<file path="src/rtl/mux_n_1_scan_pkg.sv">
// Shared definitions for the registered N:1 scan multiplexer.
// Mode encodings and a constant-friendly ceiling-log2 helper.
package mux_n_1_scan_pkg;

  localparam logic MODE_MANUAL = 1'b0;
  localparam logic MODE_SCAN   = 1'b1;

  function automatic int clog2(input int value);
    int r;
    r = 0;
    for (int i = 0; i < 31; i++) begin
      if ((1 << i) < value) r = i + 1;
    end
    return r;
  endfunction

endpackage

</file>
<file path="src/rtl/mux_n_1_scan_rr_scan_ctrl.sv">
// Round-robin scan controller: dwell counter, scan channel index and wrap pulse.
// Manual mode parks the counter at zero and follows the last in-range select.
module rr_scan_ctrl
  import mux_n_1_scan_pkg::*;
#(
  parameter int N     = 3,
  parameter int SEL_W = 2,
  parameter int DWELL = 4
) (
  input  logic             clk,
  input  logic             rst,
  input  logic             en,
  input  logic             mode,
  input  logic [SEL_W-1:0] sel,
  input  logic             sel_ok,
  output logic [SEL_W-1:0] scan_idx,
  output logic             wrap
);

  localparam int CNT_W = clog2(DWELL) + 1;
  localparam logic [CNT_W-1:0] CNT_LAST = CNT_W'(DWELL - 1);
  localparam logic [SEL_W-1:0] IDX_LAST = SEL_W'(N - 1);

  logic [CNT_W-1:0] dwell_cnt, dwell_nxt;
  logic [SEL_W-1:0] sel_q, sel_nxt;
  logic             wrap_nxt;

  always_ff @(posedge clk or posedge rst) begin
    if (rst) begin
      dwell_cnt <= '0;
      sel_q     <= '0;
      wrap      <= 1'b0;
    end else begin
      dwell_cnt <= dwell_nxt;
      sel_q     <= sel_nxt;
      wrap      <= wrap_nxt;
    end
  end

  always_comb begin
    dwell_nxt = dwell_cnt;
    sel_nxt   = sel_q;
    wrap_nxt  = 1'b0;
    if (en) begin
      if (mode == MODE_MANUAL) begin
        dwell_nxt = '0;
        if (sel_ok) sel_nxt = sel;
      end else if (dwell_cnt == CNT_LAST) begin
        // Last dwell sample of this channel: step on, wrapping after N-1.
        dwell_nxt = '0;
        wrap_nxt  = (sel_q == IDX_LAST);
        sel_nxt   = (sel_q == IDX_LAST) ? '0 : sel_q + SEL_W'(1);
      end else begin
        dwell_nxt = dwell_cnt + CNT_W'(1);
      end
    end
  end

  assign scan_idx = sel_q;

endmodule

</file>
<file path="src/rtl/mux_n_1_scan.sv">
// Registered N:1 multiplexer with manual select and round-robin scan mode.
// Out-of-range manual selects output zero and raise sel_err.
module mux_n_1_scan
  import mux_n_1_scan_pkg::*;
#(
  parameter int WIDTH = 8,
  parameter int N     = 3,
  parameter int SEL_W = $clog2(N),
  parameter int DWELL = 4
) (
  input  logic               clk,
  input  logic               rst,
  input  logic               en,
  input  logic               mode,
  input  logic [SEL_W-1:0]   sel,
  input  logic [N*WIDTH-1:0] d,
  output logic [WIDTH-1:0]   y,
  output logic               y_valid,
  output logic [SEL_W-1:0]   cur_sel,
  output logic               sel_err,
  output logic               wrap
);

  localparam logic [SEL_W:0] N_EXT = (SEL_W + 1)'(N);

  logic [WIDTH-1:0] chan [N];
  logic [WIDTH-1:0] data_sel;
  logic [SEL_W-1:0] scan_idx;
  logic [SEL_W-1:0] idx;
  logic             sel_ok;

  for (genvar i = 0; i < N; i++) begin : g_chan
    assign chan[i] = d[i*WIDTH +: WIDTH];
  end

  assign sel_ok = ({1'b0, sel} < N_EXT);
  assign idx    = (mode == MODE_SCAN) ? scan_idx : sel;

  // Unused codes match no channel and fall through to zero.
  always_comb begin
    data_sel = '0;
    for (int i = 0; i < N; i++) begin
      if (idx == SEL_W'(i)) data_sel = chan[i];
    end
  end

  rr_scan_ctrl #(
    .N     (N),
    .SEL_W (SEL_W),
    .DWELL (DWELL)
  ) u_ctrl (
    .clk      (clk),
    .rst      (rst),
    .en       (en),
    .mode     (mode),
    .sel      (sel),
    .sel_ok   (sel_ok),
    .scan_idx (scan_idx),
    .wrap     (wrap)
  );

  always_ff @(posedge clk or posedge rst) begin
    if (rst) begin
      y       <= '0;
      y_valid <= 1'b0;
      cur_sel <= '0;
      sel_err <= 1'b0;
    end else if (en) begin
      y_valid <= 1'b1;
      if (mode == MODE_SCAN) begin
        y       <= data_sel;
        cur_sel <= scan_idx;
        sel_err <= 1'b0;
      end else if (sel_ok) begin
        y       <= data_sel;
        cur_sel <= sel;
        sel_err <= 1'b0;
      end else begin
        y       <= '0;
        sel_err <= 1'b1;
      end
    end else begin
      y_valid <= 1'b0;
    end
  end

endmodule

</file>
<file path="config.mk">
export PLATFORM = sky130hd
export DESIGN_NAME = mux_n_1_scan
export DESIGN_NICKNAME = d
export VERILOG_FILES = /design/src/rtl/mux_n_1_scan_pkg.sv /design/src/rtl/mux_n_1_scan_rr_scan_ctrl.sv /design/src/rtl/mux_n_1_scan.sv
export SDC_FILE = /design/constraint.sdc
export NUM_CORES = 1
export LEC_CHECK = 0
export ABC_AREA = 1
export CORE_AREA = 2 2 53 55
export CTS_CLUSTER_DIAMETER = 150
export DETAILED_ROUTE_END_ITERATION = 8
export DIE_AREA = 0 0 55 57
export PLACE_DENSITY = 0.8
export SETUP_SLACK_MARGIN = 0.05
export SYNTH_ARGS = -nofsm -noshare
export SYNTH_HDL_FRONTEND = slang
export SYNTH_HIERARCHICAL = 1
export SYNTH_SLANG_ARGS = --single-unit
export TNS_END_PERCENT = 20
</file>
<file path="constraint.sdc">
create_clock -name clk -period 1.82 [get_ports clk]
set_input_delay 0.364 -clock clk [delete_from_list [all_inputs] [get_ports clk]]
set_output_delay 0.364 -clock clk [all_outputs]
set_load 0.01 [all_outputs]
</file>
# Word-level counts from Yosys, hierarchy flattened
# Index checks and enable logic that the tools add are counted.
[word_totals] output_inout_bits=13 mem_count=0 rom_bits=0 latchBits=0 in_bits=30 reg_bits=18 ramBits=0 wordCells=38
[op_classes] n_shift=0 magnitude_cmp=1 bitwise=0 eq_ne=5 multipliers=0 add_sub_neg=2 n_reduce_logical=4 muxes=19 n_div=0
[op_table] op="$mux W8" count=5
[op_table] op="$mux W2" count=6
[op_table] op="$mux W1" count=6
[op_table] op="$mux W3" count=2
[op_table] op="$eq A2 B2 Y1 const B" count=2
[op_table] op="$add A3 B1 Y3 const B" count=1
[op_table] op="$eq A3 B2 Y1 const B" count=1
[op_table] op="$reduce_and A3 Y1" count=1
[op_table] op="$add A2 B1 Y2 const B" count=1
[op_table] op="$eq A2 B1 Y1 const B" count=1
[op_table] op="$logic_not A2 Y1" count=1
[op_table] op="$lt A2 B2 Y1 const B" count=1
[op_table] op="$ne A2 B1 Y1 const B" count=1
[op_table] op="$reduce_and A2 Y1" count=1
[op_table] op="$reduce_bool A2 Y1" count=1

# Logic depth before layout (Yosys ltp)
[logic_depth] ltp_word=7 ltp_mapped=9 depth_no_buf=8

# Hierarchy
# Netlist, hierarchy kept.
[modules_own_cells] mod="mux_n_1_scan" seq_area_each_um2=300.3 area_per_inst_um2=808.3 cells_each=114 instances=1
[modules_own_cells] mod="rr_scan_ctrl" seq_area_each_um2=150.1 area_per_inst_um2=306.5 cells_each=40 instances=1

# Worst setup path before layout
# OpenSTA, ideal clock, no wires.
[synth_path] kind="register -> register" from="reg u_ctrl.sel_q[0] (netlist: u_ctrl/scan_idx[0])" to="reg y[2]" path_stages_with_launch=8 slack_ns=0.718 n_path_buf=1 t_arrival_ns=0.985 synth_period_minus_slack_ns=1.102 setup_ns=0.118 required_ns=1.702 cell_sequence="dfrtp_1 -> inv_1 -> nand2_1 -> nand2_4 -> buf_6 -> nand3b_1 -> nand2_1 -> o21ai_2"
[synth_between] elab_chain_len=7 word_cells_on_any_way=9 cone_classes="eq/ne (2); mux (6); reduce/logical (1)"
[synth_rtl] item="from (decl)" line_no="mux_n_1_scan_rr_scan_ctrl.sv:25" source="logic [SEL_W-1:0] sel_q, sel_nxt;"
[synth_rtl] item="from (signal assigned)" line_no="mux_n_1_scan_rr_scan_ctrl.sv:35" source="sel_q <= sel_nxt;"
[synth_rtl] item="$mux W2 *" line_no="mux_n_1_scan.sv:37" source="assign idx = (mode == MODE_SCAN) ? scan_idx : sel;"
[synth_rtl] item="$logic_not A2 Y1" line_no="mux_n_1_scan.sv:43" source="if (idx == SEL_W'(i)) data_sel = chan[i];"
[synth_rtl] item="$mux W8 (2 in series)" line_no="mux_n_1_scan.sv:43"
[synth_rtl] item="$mux W8 *" line_no="mux_n_1_scan.sv:43"
[synth_rtl] item="$mux W8" line_no="mux_n_1_scan.sv:74" source="end else if (sel_ok) begin"
[synth_rtl] item="$mux W8 *" line_no="mux_n_1_scan.sv:70" source="if (mode == MODE_SCAN) begin"
[synth_rtl] item="to (signal assigned)" line_no="mux_n_1_scan.sv:71" source="y <= data_sel;"
[synth_rtl] item="to (signal assigned)" line_no="mux_n_1_scan.sv:75" source="y <= data_sel;"
[synth_rtl] item="to (decl)" line_no="mux_n_1_scan.sv:17" source="output logic [WIDTH-1:0] y,"
# Every way passes the cells marked *; elsewhere a longest branch is shown, timed or not.
# A chain may end at the register's enable or synchronous reset.

# Worst setup path in the final report
[layout_path] from="reg y[5]" to="out y[5]"
# No word-level cell between the ends.

==> results_dict.tcl <==
set metrics [dict create \
    min_period_over_period_pct 85.6 \
    die_w_um 55 \
    cts_sinks 18 \
    status "finished, final reports clean" \
    synth.most_common_cell "nand2_1" \
    finalHoldViolCount 0 \
    slew_headroom_pct 70.4 \
    track_usage_pct 17.7 \
    critical_path.max_stage_delay_ps 550 \
    antenna_found_initial 0 \
    setup_viol 0 \
    die_h_um 57 \
    drtIter0Drc 35 \
    endpoint_kind "output pin" \
    fin_skew_ps 1.95 \
    drive_gt1_share_pct 11.5 \
    dpl.hpwl_um 2090 \
    synth_area_leaders "dfrtp_1 (40%), nand2_1 (24%), inv_1 (6.4%), o21ai_2 (5.5%), nand3b_1 (4.0%)" \
    antenna_cells 0 \
    ios 43 \
    crit_type "reg2out" \
    grt_max_degree 17 \
    clk_pin_slew_ps 100 \
    r2r_end "y[5]" \
    multi_input_area_um2 558 \
    required_ps 1460 \
    hold_path_class "in2async" \
    core_um2 2620 \
    peakVddDrop_v 0.000397 \
    cts_max_level 1 \
    insertion_delay_ps 280 \
    synth.distinct_cells 19 \
    critPathLaunchType "register" \
    grt_pass1_wl_um 4200 \
    vias_per_cell 4.77 \
    dp_cells 227 \
    yosysTopAreaCell "dfrtp_1" \
    cellLeakagePower_nw 0.820 \
    root_buffer "clkbuf_4" \
    postRouteAntennaNets 0 \
    seqCellArea_um2 450 \
    power.density_nw_per_um2 727 \
    post_cts_buffers 0 \
    post-route-drc-count 0 \
    port_buffers 42 \
    rr_worst_depth 8 \
    nFillCells 246 \
    cts_buffer_depth 2 \
    rsz0062_at_grt "no" \
    dieArea_um2 3140 \
    syn_area_per_cell_um2 7.24 \
    ctsHoldBuffers 0 \
    layout.nets 232 \
    maxSlewViolCount 0 \
    syn-cell-area_um2 1110 \
    drv_cap 0 \
    vias 1101 \
    routedWlPerCell_um 10.9 \
    cts_resized 0 \
    min_period_ps 1560 \
    path_cells "clkdlybuf4s50_1" \
    hold_slack_ps 314 \
    fin_setup_tns_ps 0 \
    syn_to_final_growth_pct 43.0 \
    gp_congestion 0.777 \
    yosys_warnings 6 \
    reg2reg_slack_ps 500 \
    yosys.area.top_type_share_pct 40.4 \
    postLayoutCoreUtil_pct 61.0 \
    cts_tree "built" \
    tightest_slew_ps 444 \
    cp.arrival_ps 1190 \
    r2r_start "u_ctrl/scan_idx[0]" \
    grt_pass1_vias 995 \
    first_pass_iters 4 \
    synthTopCellsByCount "nand2_1 (72), inv_1 (19), dfrtp_1 (18), nand3_1 (8)" \
    cp_num_buf_inv 1 \
    yosysSeqAreaShare_pct 40.4 \
    cp_max_fo 2 \
    fmax_mhz 642 \
    numCtsBuffers 3 \
    async_flop_share_pct 100 \
    synthCells 154 \
    cp_slowest_cell "clkdlybuf4s50_1" \
    initial_core_util_pct 42.6 \
    layout.cells.non_filler 231 \
    synth-edff-count 0 \
    ys_seq_elements 18 \
    yosys_most_used_dff "dfrtp_1" \
    synth_nets 185 \
    num_rows 19 \
    cp_top_family "buffers and inverters" \
    finalWirelength_um 2520 \
    overflow 0 \
]
[logic make-up (layout without fill, tap and decap cells)]
| family | after synthesis | after routing | synth area share, % |
|---|---|---|---|
| compound gates | 11 | 11 | 7.29 |
| fa+ha+maj | 1 | 1 | 1.12 |
| buf+inv | 22 | 68 | 9.54 |
| flops | 18 | 18 | 40.4 |
| simple gates | 102 | 102 | 41.6 |
[layout by cell type, fill, tap and decap left out]
cell type / count
buf_4: 2
clkbuf_4: 3
clkbuf_8: 1
clkdlybuf4s50_1: 42
dfrtp_1: 18
ha_1: 1
inv_1: 19
inv_2: 1
nand2_1: 72
nand2_2: 2
nand2_4: 2
nand3_1: 8
nand3b_1: 6
nand3b_2: 1
nor2_1: 7
nor2_2: 2
nor2_4: 1
nor4_2: 1
o21ai_0: 3
o21ai_1: 1
o21ai_2: 7
[worst max path at each step]
| stage | slack (ps) | start | end | cells past startpoint |
|---|---|---|---|---|
| 6_report | 260 | y[5] | y[5] | 1 |
| 5_1_grt | 180 | mode | y[5] | 9 |
| 4_1_cts | 250 | y[5] | y[5] | 1 |
| 3_3_place_gp | 70 | mode | y[2] | 8 |
| 2_1_floorplan | 720 | u_ctrl/scan_idx[0] | y[2] | 7 |
| 3_5_place_dp | 2 | mode | y[5] | 8 |
[metrics by stage]
step / total power [mW] / setup slack [ps] / area (µm²)
after floorplan: 0.740 / 718 / 1110
after global placement: 0.915 / 67.4 / 1560
after detailed placement: 0.932 / 2.33 / 1560
after CTS: 1.17 / 251 / 1590
after global routing: 1.23 / 185 / 1590
final: 1.16 / 262 / 1590
[registers in the layout, summed over array words and instances, names as in the netlist]
| name | count |
|---|---|
| cur_sel | 2 |
| sel_err | 1 |
| u_ctrl/dwell_cnt | 3 |
| u_ctrl/scan_idx | 2 |
| u_ctrl/wrap | 1 |
| y | 8 |
| y_valid | 1 |
[cell type report]
class                           instances  area share (%)
Clock buffer                            4            2.28
Sequential cell                        18            28.3
Timing Repair Buffer                   44            27.3
Multi-Input combinational cell        114            35.0
Tap cell                               31            2.43
Inverter                               20            4.71
[routing by layer]
| layer | GRT usage (%) | vias up | wire [µm] |
|---|---|---|---|
| met2 | 29.8 | 37 | 1230 |
| met5 | 0 | - | 0 |
| met1 | 24.0 | 495 | 1130 |
| met3 | 1.05 | 4 | 119 |
| met4 | 5.23 | 0 | 42 |
| li1 | - | 565 | - |
[where the power goes]
group          internal (mW)  switching (mW)
combinational          0.210           0.213
sequential             0.457          0.0439
clock                  0.121           0.114
(Power assumes the default switching activity.)
==> variant 1, RTL diff (same flow settings) <==
One comparison of `dwell_cnt` changes from == to >=.
--- a/src/rtl/mux_n_1_scan_rr_scan_ctrl.sv
+++ b/src/rtl/mux_n_1_scan_rr_scan_ctrl.sv
@@ -45,7 +45,7 @@
       if (mode == MODE_MANUAL) begin
         dwell_nxt = '0;
         if (sel_ok) sel_nxt = sel;
-      end else if (dwell_cnt == CNT_LAST) begin
+      end else if (dwell_cnt >= CNT_LAST) begin
         // Last dwell sample of this channel: step on, wrapping after N-1.
         dwell_nxt = '0;
         wrap_nxt  = (sel_q == IDX_LAST);
Check against the original RTL: same outputs for any inputs over 10 cycles, from zero or initial values and one cycle with rst high; that may be too few to reach the edited logic, so the function may still have changed.
==> variant 1 against the original RTL <==
  * Sequential cell count stayed put
  * Cell area is 2.0% higher
  * Hold slack worse by 0.010 ns
  * Area after synthesis is 2.1% higher
  * Count of clock-buffer cells in the layout stayed put
  * First-iteration DRC count is 29% lower
  * Total power is 8.2% higher
  * Sequential power is 4.8% higher
  * Wire length is 1.2% higher
  * Setup slack worse by 0.030 ns
  * Largest cell class unchanged
==> variant 1: results (changes against the original RTL) <==
outcome=finished clean (unchanged); share of layout cells above drive strength 1=10.73% (was 11.50%); CP Max Fanout=2 (unchanged); CTS clk-pin slew, worst paths=0.10 ns (about the same); R2R Path End=u_ctrl/scan_idx[0] (was y[5]); FF-to-FF setup slack=0.43 ns (was 0.50 ns); Post-CTS Setup Inserts=0 (unchanged); worst vdd ir=448.7 µV (was 397.2 µV); Crit path arrival time=1.22 ns (was 1.19 ns); Clk Latency, worst-skew pair=0.29 ns; nets=238 (was 232); Iter 0 DRT Violations=25 (was 35); port bufs=42 (unchanged); vias in the first global route=1022 (was 995); post-synth top area share=39.56% (was 40.40%); Root Buffer=clkbuf_4 (unchanged); antenna cells=0 (unchanged); Via Count=1111 (was 1101); first-pass GRT wire length=4209 µm (was 4202 µm); family with the most delay on the worst path=buffers and inverters (unchanged); Hold Path Class=input pin to async pin (unchanged); clk buf depth=2 (unchanged); commonest cells in the netlist=nand2_1, inv_1, dfrtp_1 (unchanged); Inst Count DP=232 (was 227); max incr delay on CP=0.54 ns; Synth area leaders=dfrtp_1, nand2_1, inv_1, o21ai_2, nand3b_1 (unchanged); gpl congestion=0.8214 (was 0.7769); sequential area share after synthesis=39.56% (was 40.40%); initial antenna violation count=0 (unchanged); Slew HR=70.79% (was 70.38%); DP HPWL=2140 µm (was 2086 µm); Worst Reg2Reg Path Length in Cells=7 (was 8); syn_nets=190 (was 185); synth warn=6 (unchanged); biggest regs=y: 8 flops, u_ctrl/dwell_cnt: 3 flops (unchanged); Worst Clk Skew=0.001772 ns (was 0.001950 ns); syn_area_per_cell=7.206 µm² (was 7.239 µm²); gr usage total=18.01% (was 17.67%); H-tree depth=1 (unchanged); Leak Pwr=0.8468 nW (was 0.8196 nW); Reg-to-Reg Start=u_ctrl/dwell_cnt[0] (was u_ctrl/scan_idx[0]); DRT Wirelength=2555 µm (was 2524 µm); WHS=0.3043 ns (was 0.3144 ns); First-pass DRT Iterations=5 (was 4); mean routed wirelength per cell=10.83 µm (was 10.93 µm); CTS resizes=0 (unchanged); synth unique cells=21 (was 19)
-- variant 1: how the worst max path moves through the flow --
stage	endpoint	start	cells past startpoint
detailed placement	y[5]	mode	9
finish	y[1]	y[1]	1
CTS	y[1]	y[1]	1
floorplan	u_ctrl/dwell_cnt[2]	u_ctrl/dwell_cnt[0]	4
global route	sel_err	sel_err	1
global placement	y[4]	mode	8
-- variant 1: metrics by stage --
stage                     setup slack [ns]  cell area, µm²
after floorplan                     0.6072            1139
after global placement              0.1060            1589
after detailed placement           0.07786            1589
after CTS                           0.2229            1625
after global routing                0.2053            1625
final                               0.2320            1625
-- variant 1: where the power goes --
| group | switching (mW) | leakage [nW] | total [mW] | internal (mW) |
|---|---|---|---|---|
| logic | 0.248 | 0.598 | 0.487 | 0.240 |
| registers | 0.0564 | 0.228 | 0.525 | 0.469 |
| clock network | 0.120 | 0.0210 | 0.242 | 0.122 |
| total | 0.424 | 0.847 | 1.25 | 0.830 |
-- variant 1: cell families (layout without fill, tap and decap cells) --
group | count (synthesis) | count (layout) | synth area share (%)
flops | 18 | 18 | 39.56
compound gates | 13 | 13 | 8.352
buf+inv | 23 | 70 | 9.670
simple gates | 102 | 102 | 40.22
fa+ha+maj | 2 | 2 | 2.197
-- variant 1: routing by layer --
| layer | vias to the layer above | part of all wire, % | global-route usage (%) |
|---|---|---|---|
| met5 | - | 0 | 0 |
| met4 | 0 | 2.3 | 8.362 |
| met3 | 6 | 5.3 | 0.7853 |
| met2 | 42 | 47 | 26.87 |
| met1 | 482 | 45 | 26.64 |
| li1 | 581 | - | - |
-- variant 1: final cells by class --
type                    count  area, µm²
fillers                   262      989.7
flip-flops and latches     18      450.4
multi-input cells         117      578.1
inverters                  21      78.83
well taps                  31      38.79
repair buffers             45      442.9
clock buffers               4      36.28
==> variant 2, RTL diff (same settings) <==
Made on the original files. Change the parameter `WIDTH` from 8 to 10.
--- a/src/rtl/mux_n_1_scan.sv
+++ b/src/rtl/mux_n_1_scan.sv
@@ -3,7 +3,7 @@
 module mux_n_1_scan
   import mux_n_1_scan_pkg::*;
 #(
-  parameter int WIDTH = 8,
+  parameter int WIDTH = 10,
   parameter int N     = 3,
   parameter int SEL_W = $clog2(N),
   parameter int DWELL = 4
Interface: changed (resized d and y); port bits go from 43 to 51. The function was not compared with the original's and may differ.
==> variant 2 against the original RTL <==
  * Hold slack worse by 0.011 ns
  * Critical path depth up 7
  * Count of clock-buffer cells in the layout down 1
  * Maximum frequency down 2.2%
  * Largest power group unchanged
  * Cell area up 14%
  * Setup slack worse by 0.035 ns
  * Critical endpoint is now y[8]
  * Area after synthesis up 8.9%
  * Cell count up 9.5%
  * Sequential cell count up 2
  * Total power up 21%
  * Via count up 18%
  * Critical path type is now input pin to register
  * Wire length up 33%
==> variant 2: results (changes against the original RTL) <==
outcome=finished clean (unchanged); sequential area share after synthesis=41.24% (was 40.40%); mean routed wirelength per cell=13.25 µm (was 10.93 µm); gpl congestion=0.8579 (was 0.7769); non-filler cells, final=253 (was 231); largest net degree at the start of global routing=19 (was 17); first-pass GRT wire length=5264 µm (was 4202 µm); DP HPWL=2687 µm (was 2086 µm); Iter 0 DRT Violations=32 (was 35); Worst Clk Skew=0.006810 ns (was 0.001950 ns); nets=260 (was 232); Syn Inst Count=166 (was 154); port bufs=50 (was 42); Fillers=219 (was 246); CP Max Fanout=12 (was 2); commonest cells in the netlist=nand2_1, nand3_1, dfrtp_1 (was nand2_1, inv_1, dfrtp_1); vias in the first global route=1297 (was 995); synth unique cells=21 (was 19); biggest regs=y: 10 flops, u_ctrl/dwell_cnt: 3 flops (was y: 8 flops, u_ctrl/dwell_cnt: 3 flops); Slew HR=66.14% (was 70.38%); FF-to-FF setup slack=0.47 ns (was 0.50 ns); syn_nets=203 (was 185); Crit path arrival time=1.78 ns (was 1.19 ns); Synth area leaders=dfrtp_1, nand2_1, nand3_1, inv_1, buf_6 (was dfrtp_1, nand2_1, inv_1, o21ai_2, nand3b_1); gr usage total=22.50% (was 17.67%); vias per cell=5.150 (was 4.766); Post-DP Area=1757 µm² (was 1558 µm²)
variant 2: final timing paths:
path | start | endpoint | cells past startpoint
setup / recovery | mode | y[8] | 8
hold / removal | rst | u_ctrl/dwell_cnt[2] | 2
setup reg to reg | u_ctrl/scan_idx[1] | y[8] | 6
hold reg to reg | y[4] | y[4] | 2
max in group asynchronous | rst | y[4] | 2
min in group clk | y[4] | y[4] | 2
variant 2: final cells by class:
| class | instances | share of cell area [%] |
|---|---|---|
| multi-input combinational | 124 | 32.99 |
| timing repair buffer | 58 | 30.98 |
| sequential | 20 | 27.66 |
| inverter | 16 | 3.319 |
| tap | 31 | 2.144 |
| clock inverter | 1 | 1.660 |
| clock buffer | 3 | 1.245 |
variant 2: critical path: stages:
cell and delay (ns):
clkdlybuf4s50_1 0.48, buf_4 0.18, nand2_1 0.13, nand2_2 0.18, nor2_1 0.22, nand2_1 0.09
nand2_1 0.08, o21ai_1 0.06
variant 2: cell families (layout without fill, tap and decap cells):
family | after synthesis | count (layout) | synth area share [%]
and+or+nand+nor | 115 | 115 | 43.92
buffers and inverters | 22 | 78 | 9.587
DFF | 20 | 20 | 41.24
AOI/OAI and AO/OA | 8 | 8 | 4.226
adders and majority gates | 1 | 1 | 1.031
variant 2: routing by layer:
metal | share of wire [%] | GRT usage [%] | vias up
li1 | - | - | 641
met1 | 41 | 26.64 | 611
met2 | 51 | 41.84 | 49
met3 | 7.8 | 3.665 | 2
met4 | 0.12 | 3.833 | 0
met5 | 0 | 0 | -
variant 2: stage by stage:
stage | hold slack (ns) | setup slack [ns] | util (%)
5_1_grt | 0.3160 | 0.1494 | 69.19
3_3_place_gp | 0.4639 | 0.04337 | 67.18
6_report | 0.3037 | 0.2265 | 69.19
3_5_place_dp | 0.4707 | -0.08505 | 67.18
2_1_floorplan | 0.1550 | 0.7297 | -
4_1_cts | 0.3026 | 0.2212 | 69.19
variant 2: report_power, final:
part	internal, mW	switching (mW)
Clock	0.222	0.133
Combinational	0.245	0.244
Sequential	0.508	0.0484
Total	0.976	0.426
